==> config.mk <==
export PLATFORM = sky130hd
export DESIGN_NAME = div_ratio_ctrl_flat
export DESIGN_NICKNAME = d
export VERILOG_FILES = /design/src/rtl/div_ratio_ctrl_if.sv /design/src/rtl/div_ratio_ctrl.sv /design/src/flat_wrapper.sv
export SDC_FILE = /design/constraint.sdc
export NUM_CORES = 1
export LEC_CHECK = 0
export CAP_MARGIN = 15
export CORE_ASPECT_RATIO = 1.2
export CORE_MARGIN = 4
export CORE_UTILIZATION = 55
export CTS_CLUSTER_SIZE = 14
export DETAILED_ROUTE_END_ITERATION = 12
export DONT_BUFFER_PORTS = 1
export HOLD_SLACK_MARGIN = 0.06
export PLACE_DENSITY = 0.67
export SYNTH_ARGS = -nofsm -noshare
export SYNTH_HDL_FRONTEND = slang
export SYNTH_SLANG_ARGS = --single-unit
==> constraint.sdc <==
create_clock -name Fin -period 7 [get_ports Fin]
set_clock_uncertainty 0.05 [all_clocks]
set_input_delay 1.4 -clock Fin [delete_from_list [all_inputs] [get_ports Fin]]
set_output_delay 1.4 -clock Fin [all_outputs]
set_load 0.005 [all_outputs]
==> src/rtl/div_ratio_ctrl_if.sv <==
// Configuration handshake and ratio outputs of the pulse-swallow ratio controller.
// The controller uses the slave modport; whatever drives ld and config uses master.
interface div_ratio_ctrl_if #(
  parameter int WIDTH  = 5,
  parameter int FRAC_W = 8
);
  logic              ld;
  logic              cfg_we;
  logic [WIDTH+1:0]  cfg_nint;
  logic [FRAC_W-1:0] cfg_frac;
  logic              cfg_pend;
  logic [WIDTH-1:0]  Pi;
  logic [1:0]        Si;
  logic [WIDTH+1:0]  n_cur;
  logic              carry;
  logic              range_err;

  modport master (
    output ld, cfg_we, cfg_nint, cfg_frac,
    input  cfg_pend, Pi, Si, n_cur, carry, range_err
  );

  modport slave (
    input  ld, cfg_we, cfg_nint, cfg_frac,
    output cfg_pend, Pi, Si, n_cur, carry, range_err
  );
endinterface

==> src/rtl/div_ratio_ctrl.sv <==
// Division-ratio controller for a 4/5 pulse-swallow divider: integer word plus a
// first-order fractional accumulator, split into P load and swallow count per period.
module div_ratio_ctrl #(
  parameter int WIDTH    = 5,
  parameter int FRAC_W   = 8,
  parameter int RST_NDIV = 20
) (
  input logic              Fin,
  input logic              rst_n,
  div_ratio_ctrl_if.slave  bus
);
  localparam int NW = WIDTH + 2;
  localparam logic [NW-1:0] RST_N_VEC = NW'(RST_NDIV);

  typedef enum logic {IDLE, RUN} state_t;

  state_t            state_reg, state_next;
  logic [NW-1:0]     n_act_reg, n_act_next;
  logic [FRAC_W-1:0] f_act_reg, f_act_next;
  logic [NW-1:0]     n_sh_reg, n_sh_next;
  logic [FRAC_W-1:0] f_sh_reg, f_sh_next;
  logic              pend_reg, pend_next;
  logic [FRAC_W-1:0] acc_reg, acc_next;
  logic [WIDTH-1:0]  pi_reg, pi_next;
  logic [1:0]        si_reg, si_next;
  logic [NW-1:0]     n_cur_reg, n_cur_next;
  logic              carry_reg, carry_next;
  logic              rerr_reg, rerr_next;

  // Datapath for the ratio that this ld would produce
  logic              apply;
  logic [NW-1:0]     n_eff;
  logic [FRAC_W-1:0] f_eff;
  logic [FRAC_W-1:0] acc_base;
  logic [FRAC_W:0]   sum;
  logic              sum_c;
  logic [NW:0]       n_wide;
  logic [NW-1:0]     n_next;
  logic [WIDTH-1:0]  p_next;
  logic              range_ok;

  always_comb begin
    state_next = state_reg;
    case (state_reg)
      IDLE:    if (bus.ld) state_next = RUN;
      RUN:     state_next = RUN;
      default: state_next = IDLE;
    endcase
  end

  // A pending shadow is applied at this ld, restarting the accumulator from zero
  assign apply    = bus.ld & pend_reg;
  assign n_eff    = apply ? n_sh_reg : n_act_reg;
  assign f_eff    = apply ? f_sh_reg : f_act_reg;
  assign acc_base = apply ? '0 : acc_reg;
  assign sum      = {1'b0, acc_base} + {1'b0, f_eff};
  assign sum_c    = sum[FRAC_W];
  assign n_wide   = {1'b0, n_eff} + {{NW{1'b0}}, sum_c};
  assign n_next   = n_wide[NW-1:0];
  assign p_next   = n_next[NW-1:2];
  assign range_ok = !n_wide[NW] && (p_next >= WIDTH'(2)) &&
                    (p_next >= {{(WIDTH-2){1'b0}}, n_next[1:0]});

  always_comb begin
    n_act_next = n_act_reg;
    f_act_next = f_act_reg;
    n_sh_next  = n_sh_reg;
    f_sh_next  = f_sh_reg;
    pend_next  = pend_reg;
    acc_next   = acc_reg;
    pi_next    = pi_reg;
    si_next    = si_reg;
    n_cur_next = n_cur_reg;
    carry_next = carry_reg;
    rerr_next  = rerr_reg;

    if (bus.ld) begin
      if (apply) begin
        n_act_next = n_sh_reg;
        f_act_next = f_sh_reg;
        rerr_next  = 1'b0;
      end
      // The accumulator advances even when the ratio is rejected
      acc_next = sum[FRAC_W-1:0];
      if (range_ok) begin
        n_cur_next = n_next;
        pi_next    = p_next;
        si_next    = n_next[1:0];
        carry_next = sum_c;
      end else begin
        rerr_next = 1'b1;
      end
    end

    // A write coincident with an applying ld lands after the old shadow is consumed
    if (bus.cfg_we) begin
      n_sh_next = bus.cfg_nint;
      f_sh_next = bus.cfg_frac;
      pend_next = 1'b1;
    end else if (apply) begin
      pend_next = 1'b0;
    end
  end

  always_ff @(posedge Fin or negedge rst_n) begin
    if (!rst_n) begin
      state_reg <= IDLE;
      n_act_reg <= RST_N_VEC;
      f_act_reg <= '0;
      n_sh_reg  <= RST_N_VEC;
      f_sh_reg  <= '0;
      pend_reg  <= 1'b0;
      acc_reg   <= '0;
      pi_reg    <= RST_N_VEC[NW-1:2];
      si_reg    <= RST_N_VEC[1:0];
      n_cur_reg <= RST_N_VEC;
      carry_reg <= 1'b0;
      rerr_reg  <= 1'b0;
    end else begin
      state_reg <= state_next;
      n_act_reg <= n_act_next;
      f_act_reg <= f_act_next;
      n_sh_reg  <= n_sh_next;
      f_sh_reg  <= f_sh_next;
      pend_reg  <= pend_next;
      acc_reg   <= acc_next;
      pi_reg    <= pi_next;
      si_reg    <= si_next;
      n_cur_reg <= n_cur_next;
      carry_reg <= carry_next;
      rerr_reg  <= rerr_next;
    end
  end

  assign bus.cfg_pend  = pend_reg;
  assign bus.Pi        = pi_reg;
  assign bus.Si        = si_reg;
  assign bus.n_cur     = n_cur_reg;
  assign bus.carry     = carry_reg;
  assign bus.range_err = rerr_reg;
endmodule
==> src/flat_wrapper.sv <==
// flat-port wrapper written by rule: the top's interface ports become plain ports
module div_ratio_ctrl_flat 
#(
  parameter int WIDTH    = 5,
  parameter int FRAC_W   = 8,
  parameter int RST_NDIV = 20
)
  (Fin, rst_n, bus_ld, bus_cfg_we, bus_cfg_nint, bus_cfg_frac, bus_cfg_pend, bus_Pi, bus_Si, bus_n_cur, bus_carry, bus_range_err);
  div_ratio_ctrl_if #(.WIDTH(WIDTH), .FRAC_W(FRAC_W)) bus_i ();
  input logic Fin;
  input logic rst_n;
  input wire logic [$bits(bus_i.ld)-1:0] bus_ld;
  input wire logic [$bits(bus_i.cfg_we)-1:0] bus_cfg_we;
  input wire logic [$bits(bus_i.cfg_nint)-1:0] bus_cfg_nint;
  input wire logic [$bits(bus_i.cfg_frac)-1:0] bus_cfg_frac;
  output wire logic [$bits(bus_i.cfg_pend)-1:0] bus_cfg_pend;
  output wire logic [$bits(bus_i.Pi)-1:0] bus_Pi;
  output wire logic [$bits(bus_i.Si)-1:0] bus_Si;
  output wire logic [$bits(bus_i.n_cur)-1:0] bus_n_cur;
  output wire logic [$bits(bus_i.carry)-1:0] bus_carry;
  output wire logic [$bits(bus_i.range_err)-1:0] bus_range_err;
  assign bus_i.ld = bus_ld;
  assign bus_i.cfg_we = bus_cfg_we;
  assign bus_i.cfg_nint = bus_cfg_nint;
  assign bus_i.cfg_frac = bus_cfg_frac;
  assign bus_cfg_pend = bus_i.cfg_pend;
  assign bus_Pi = bus_i.Pi;
  assign bus_Si = bus_i.Si;
  assign bus_n_cur = bus_i.n_cur;
  assign bus_carry = bus_i.carry;
  assign bus_range_err = bus_i.range_err;
  div_ratio_ctrl #(.WIDTH(WIDTH), .FRAC_W(FRAC_W), .RST_NDIV(RST_NDIV)) u_core (.Fin(Fin), .rst_n(rst_n), .bus(bus_i));
endmodule
==> results of run 1 <==
==> power by group <==
| group | switching [mW] | internal [mW] | total [mW] |
|---|---|---|---|
| Clock | 0.0864 | 0.0807 | 0.167 |
| Sequential | 0.0508 | 0.354 | 0.404 |
| Combinational | 0.152 | 0.175 | 0.327 |
| Total | 0.289 | 0.609 | 0.898 |
==> cell type report <==
| cell class | count | area, um^2 | share of cell area (%) |
|---|---|---|---|
| Clock buffer | 8 | 90.1 | 3.35 |
| Inverter | 6 | 22.5 | 0.836 |
| Multi-Input combinational cell | 145 | 1290 | 48.0 |
| Sequential cell | 48 | 1210 | 44.9 |
| Tap cell | 58 | 72.6 | 2.70 |
| Timing Repair Buffer | 1 | 7.51 | 0.279 |
==> cell families after synthesis <==
family	Yosys count	synth area share, %
simple gates	38	7.73
mux	52	22.4
xor+xnor	11	3.70
buf+inv	20	4.08
fa+ha+maj	13	6.53
compound gates	31	9.17
flops	48	46.4
==> cells in the mapped netlist, drive strengths merged <==
cell type	number
a22o	2
or3	1
a31o	1
o21bai	1
xnor2	8
and2b	1
fa	1
a21boi	1
nor2b	2
o2bb2ai	1
a221o	2
dfrtp	42
nand4	3
and4	1
a211oi	2
xor2	3
clkbuf	2
a41oi	1
o21ai	5
nor3	3
o21a	3
mux2	48
buf	12
mux2i	4
a21oi	7
nand2	6
nand3	3
ha	12
dfstp	6
a21o	3
nand2b	1
nor2	8
and2	9
inv	6
a31oi	2
==> how the worst max path moves through the flow <==
stage                     startpoint  slack [ps]             endpoint  depth (start not counted)
after CTS                     bus_ld        1550  u_core.bus.n_cur[1]                         18
after global placement        bus_ld        1380     u_core.bus.carry                         18
final                         bus_ld        1540  u_core.bus.n_cur[1]                         18
after floorplan               bus_ld        1210     u_core.bus.carry                         20
after detailed placement      bus_ld        1230  u_core.bus.n_cur[1]                         18
after global routing          bus_ld        1170  u_core.bus.n_cur[1]                         18
==> metrics by stage <==
| step | cells | worst slack, ps |
|---|---|---|
| final | 266 | 1540 |
| after global routing | 266 | 1170 |
| after CTS | 266 | 1550 |
| after detailed placement | 258 | 1230 |
| after global placement | 258 | 1380 |
| after floorplan | 213 | 1210 |
==> cells in the final DEF (no fill, tap or decap), types with 2 or more instances in the layout <==
master,count
a31oi_1,2
clkbuf_8,6
nor2_1,8
inv_1,6
dfstp_2,6
dfrtp_1,42
xor2_1,3
a21o_1,3
and2_1,9
a21oi_1,7
nand4_1,3
nand2_1,5
o21a_1,3
o21ai_0,2
mux2i_1,4
nor2b_1,2
a221o_1,2
nor3_1,3
a22o_1,2
clkbuf_1,2
mux2_2,47
nand3_1,3
xnor2_1,8
ha_1,12
==> routing by layer <==
metal / vias to the layer above / part of all wire [%]
li1: 740 / -
met1: 776 / 40
met2: 30 / 55
met3: 6 / 4.2
met4: 0 / 1.4
met5: - / 0
==> worst max-delay path: cells and delay by family <==
kind                       cells  cell delay [ps]
AOI/OAI and AO/OA              7             1270
adders and majority gates      4             1260
muxes                          2              770
and+or+nand+nor                3              370
buffers and inverters          1              270
xor gates and xnor gates       1              240
==> flow_summary.ini, run 1 <==
[grt]
grt.met2_usage_pct = 29.6
grt_use_met3_pct = 3.87
grtUsageTotal_pct = 17.1
grt_pass1_vias = 1705
grt_max_degree = 49
grt.overflow.total = 0
gr-max-usage-layer = met2
grt_pass1_wl_mm = 8.22
antenna_found_initial = 0
use_met1_pct = 20.6

[synthesis]
syn_area_mm2 = 0.00261
yosys_warnings = 0
ys_top_cells_by_area = dfrtp_1 40%, mux2_2 20%, dfstp_2 6.0%
synth_top_cell_area_share_pct = 40.3
synth_nets = 245
ys_ff_latch = 48
syn_area_per_cell_um2 = 12.2
syn_inst = 213
synth_cell_type_count = 43
ys_seq_area_share_pct = 46.4
yosysTopAreaCell = dfrtp_1

[floorplan]
die_x_um = 70.8
row_count = 27
core_area_mm2 = 0.00459
die_area_mm2 = 0.00591
die_height_um = 83.4
start_util_pct = 56.7
ios = 36

[drt]
routedWlPerCell_um = 17.3
route.vias.total = 1552
drtIter0Drc = 102
drc_errors = 0
antenna_left = 0
drt-total-wl_mm = 4.60
via_per_inst = 5.83
drtPass1Iterations = 4

[final_layout]
layout-drive-gt1-share_pct = 32.2
fillers = 405
design_area_mm2 = 0.00269
final_net_count = 239
fin_util_pct = 58.6
syn_to_final_growth_pct = 3.31
antenna_cells = 0

[worst_hold_path]
hp-class = reg -> reg
holdPathStages = 1
hold_start = u_core.acc_reg[0]
hold_end = u_core.acc_reg[0]

[setup_path]
endpoint_kind = flip-flop
ff2ff_path_depth = 18
worst_path_most_repeated_cell = a21oi_1
r2r-start = u_core.bus.cfg_pend
r2r_slack_ps = 2030
slowest_stage = fa_1
reg2reg_to = u_core.bus.n_cur[1]
crit_required_ps = 7140
max_stage_delay_ps = 430
crit_chain = and2_1 > buf_4 > mux2_2 > fa_1 > a21o_1 > a21oi_1 > o21bai_1 > a21oi_1 > a21oi_1 > ha_1 > ha_1 > xor2_1 > ha_1 > nand2b_1 > a21oi_1 > nor2b_1 > o21ai_4 > mux2_2
critPathArrivalTime_ps = 5600
crit_path_start_kind = primary input
critical_path_class = in -> reg
cp_max_fo = 21

[power]
p_leak_nw = 1.15
vdd_drop_max_uv = 146
fin_total_pwr_mw = 0.898
powerDensity_mw_per_mm2 = 334

[sta]
fmax_mhz = 183
post-route-period-util_pct = 78.0
fin_setup_tns_ps = 0
setup_viol = 0
rsz0062_at_grt = no
fin_crit_ps = 5460
tightest_slew_ps = 442
max_slew_margin_pct = 70.3
hold_viol = 0
final_max_slew_viol_count = 0
whs_ps = 453

[clock_tree]
cts_made_buffers = 5
clk_path_buf_depth = 2
cts_tree = yes
ctsResizeCount = 0
clock-sinks = 48
clk-insertion-delay-late_ps = 300
htreeDepth = 2
clkTransAtPathRegs_ps = 80
postCtsHoldBufs = 0
cts-root-buf = clkbuf_8
cts_setup_buffers = 0

[placed_design]
gp_congestion = 0.914
dp_hpwl_mm = 3.35
placed_area_mm2 = 0.00260
port-buffer-count = 0

[run_status]
status = finished, final reports clean

[flow_run]
maxCapViolations = 0
Power figures use the tool's default switching activity.
==> run 2: changes to the inputs <==
==> constraint.sdc (replaced) <==
create_clock -name Fin -period 5.5 [get_ports Fin]
set_clock_uncertainty 0.05 [all_clocks]
set_input_delay 1.1 -clock Fin [delete_from_list [all_inputs] [get_ports Fin]]
set_output_delay 1.1 -clock Fin [all_outputs]
set_load 0.005 [all_outputs]
==> flow_summary.ini, run 2 (synthesis gave the netlist of run 1 again) <==
[run_status]
status = finished, final reports clean

[final_layout]
final_common_cell = mux2_2
antenna_cells = 0
design_area_mm2 = 0.00271
final_cell_mix = 47 x mux2_2, 42 x dfrtp_1, 12 x ha_1
final_net_count = 241
layout-drive-gt1-share_pct = 32.9
fillers = 388
syn_to_final_growth_pct = 3.89
final_cells = 268

[setup_path]
reg2reg_to = u_core.bus.carry
cp_max_fo = 21
r2r-start = u_core.bus.cfg_pend
crit_required_ps = 5620
endpoint_kind = flip-flop
critPathLaunch = bus_ld
critPathArrivalTime_ps = 5190
r2r_slack_ps = 620
critical_path_class = in -> reg
crit_path_start_kind = primary input
ff2ff_path_depth = 18

[grt]
grt_pass1_wl_mm = 8.19
grt.overflow.total = 0
grtUsageTotal_pct = 17.0
antenna_found_initial = 0
grt_pass1_vias = 1804
grt_max_degree = 49

[clock_tree]
clkTransAtPathRegs_ps = 90
cts-root-buf = clkbuf_8
cts_made_buffers = 5
postCtsHoldBufs = 0
clk_path_buf_depth = 2
clock-sinks = 48
cts_setup_buffers = 0
ctsResizeCount = 0
cts_tree = yes
clk-insertion-delay-late_ps = 300
htreeDepth = 2

[sta]
rsz0062_at_grt = no
fmax_mhz = 197
final_max_slew_viol_count = 0
hold_viol = 0
tightest_slew_ps = 417
fin_crit_ps = 5070
fin_setup_tns_ps = 0
max_slew_margin_pct = 72.0
post-route-period-util_pct = 92.1
setup_viol = 0
setup_slack_ps = 432

[drt]
via_per_inst = 5.88
drtIter0Drc = 52
routedWlPerCell_um = 17.0
route.vias.total = 1576
drt-total-wl_mm = 4.55
antenna_left = 0
drtPass1Iterations = 4
drc_errors = 0

[floorplan]
ios = 36
start_util_pct = 56.7
row_count = 27
die_height_um = 83.4
die_x_um = 70.8
die_area_mm2 = 0.00591
core_area_mm2 = 0.00459

[power]
powerDensity_mw_per_mm2 = 421
vdd_drop_max_uv = 211
p_leak_nw = 1.16

[placed_design]
gp_congestion = 0.885
port-buffer-count = 0
place_inst = 260
dp_slack_ps = 139
dp_hpwl_mm = 3.45
placed_area_mm2 = 0.00262

[worst_hold_path]
hp-class = in -> async

[flow_run]
maxCapViolations = 0
## run 2: changes by cell type in the layout (fill, tap and decap cells not counted)
| cell | before | now |
|---|---|---|
| buf_4 | 1 | 3 |
## run 2: through the flow
step | util (%) | hold slack, ps | total power, mW
final | 58.9 | 431 | 1.14
after global routing | 58.9 | 417 | 1.24
after CTS | 58.9 | 428 | 1.15
after detailed placement | 57.0 | 438 | 0.940
after global placement | 57.0 | 434 | 0.916
after floorplan | - | 415 | 0.883
## run 2: layout make-up
cell class                 count  area (um^2)  share of cell area [%]
clock buffer                   8         90.1                    3.33
inverter                       6         22.5                   0.832
multi-input combinational    145         1290                    47.7
sequential                    48         1210                    44.6
tap                           58         72.6                    2.68
timing repair buffer           3         22.5                   0.832
## run 2: report_power, final
group          internal, mW  switching (mW)
Combinational         0.223           0.191
Clock                 0.103           0.108
Sequential            0.450          0.0650
Total                 0.776           0.363
## run 2: how the worst max path moves through the flow
stage                     depth (start not counted)             endpoint  slack, ps
after global placement                           18     u_core.bus.carry        280
after global routing                             18  u_core.bus.n_cur[1]        140
final                                            18     u_core.bus.carry        430
after detailed placement                         18     u_core.bus.carry        140
after floorplan                                  20     u_core.bus.carry          6
after CTS                                        18     u_core.bus.carry        440
## run 2: critical path, stage by stage
cell and delay [ps]:
and2_1 170, mux2_2 350, ha_1 210, fa_1 400, a21o_1 190, a21oi_1 220
o21bai_1 100, a21oi_1 230, a21oi_1 130, ha_1 280, ha_1 280, xor2_1 200
ha_1 280, nand2b_1 140, a21oi_1 190, nor2b_1 110, o21ai_4 220, mux2_2 360
## run 2: routing by layer
metal	part of all wire [%]	GRT usage [%]	up-vias
met1	40	19.4	780
met3	3.6	3.87	17
met5	0	0	-
met2	53	29.6	34
met4	4.1	8.21	0
li1	-	-	745
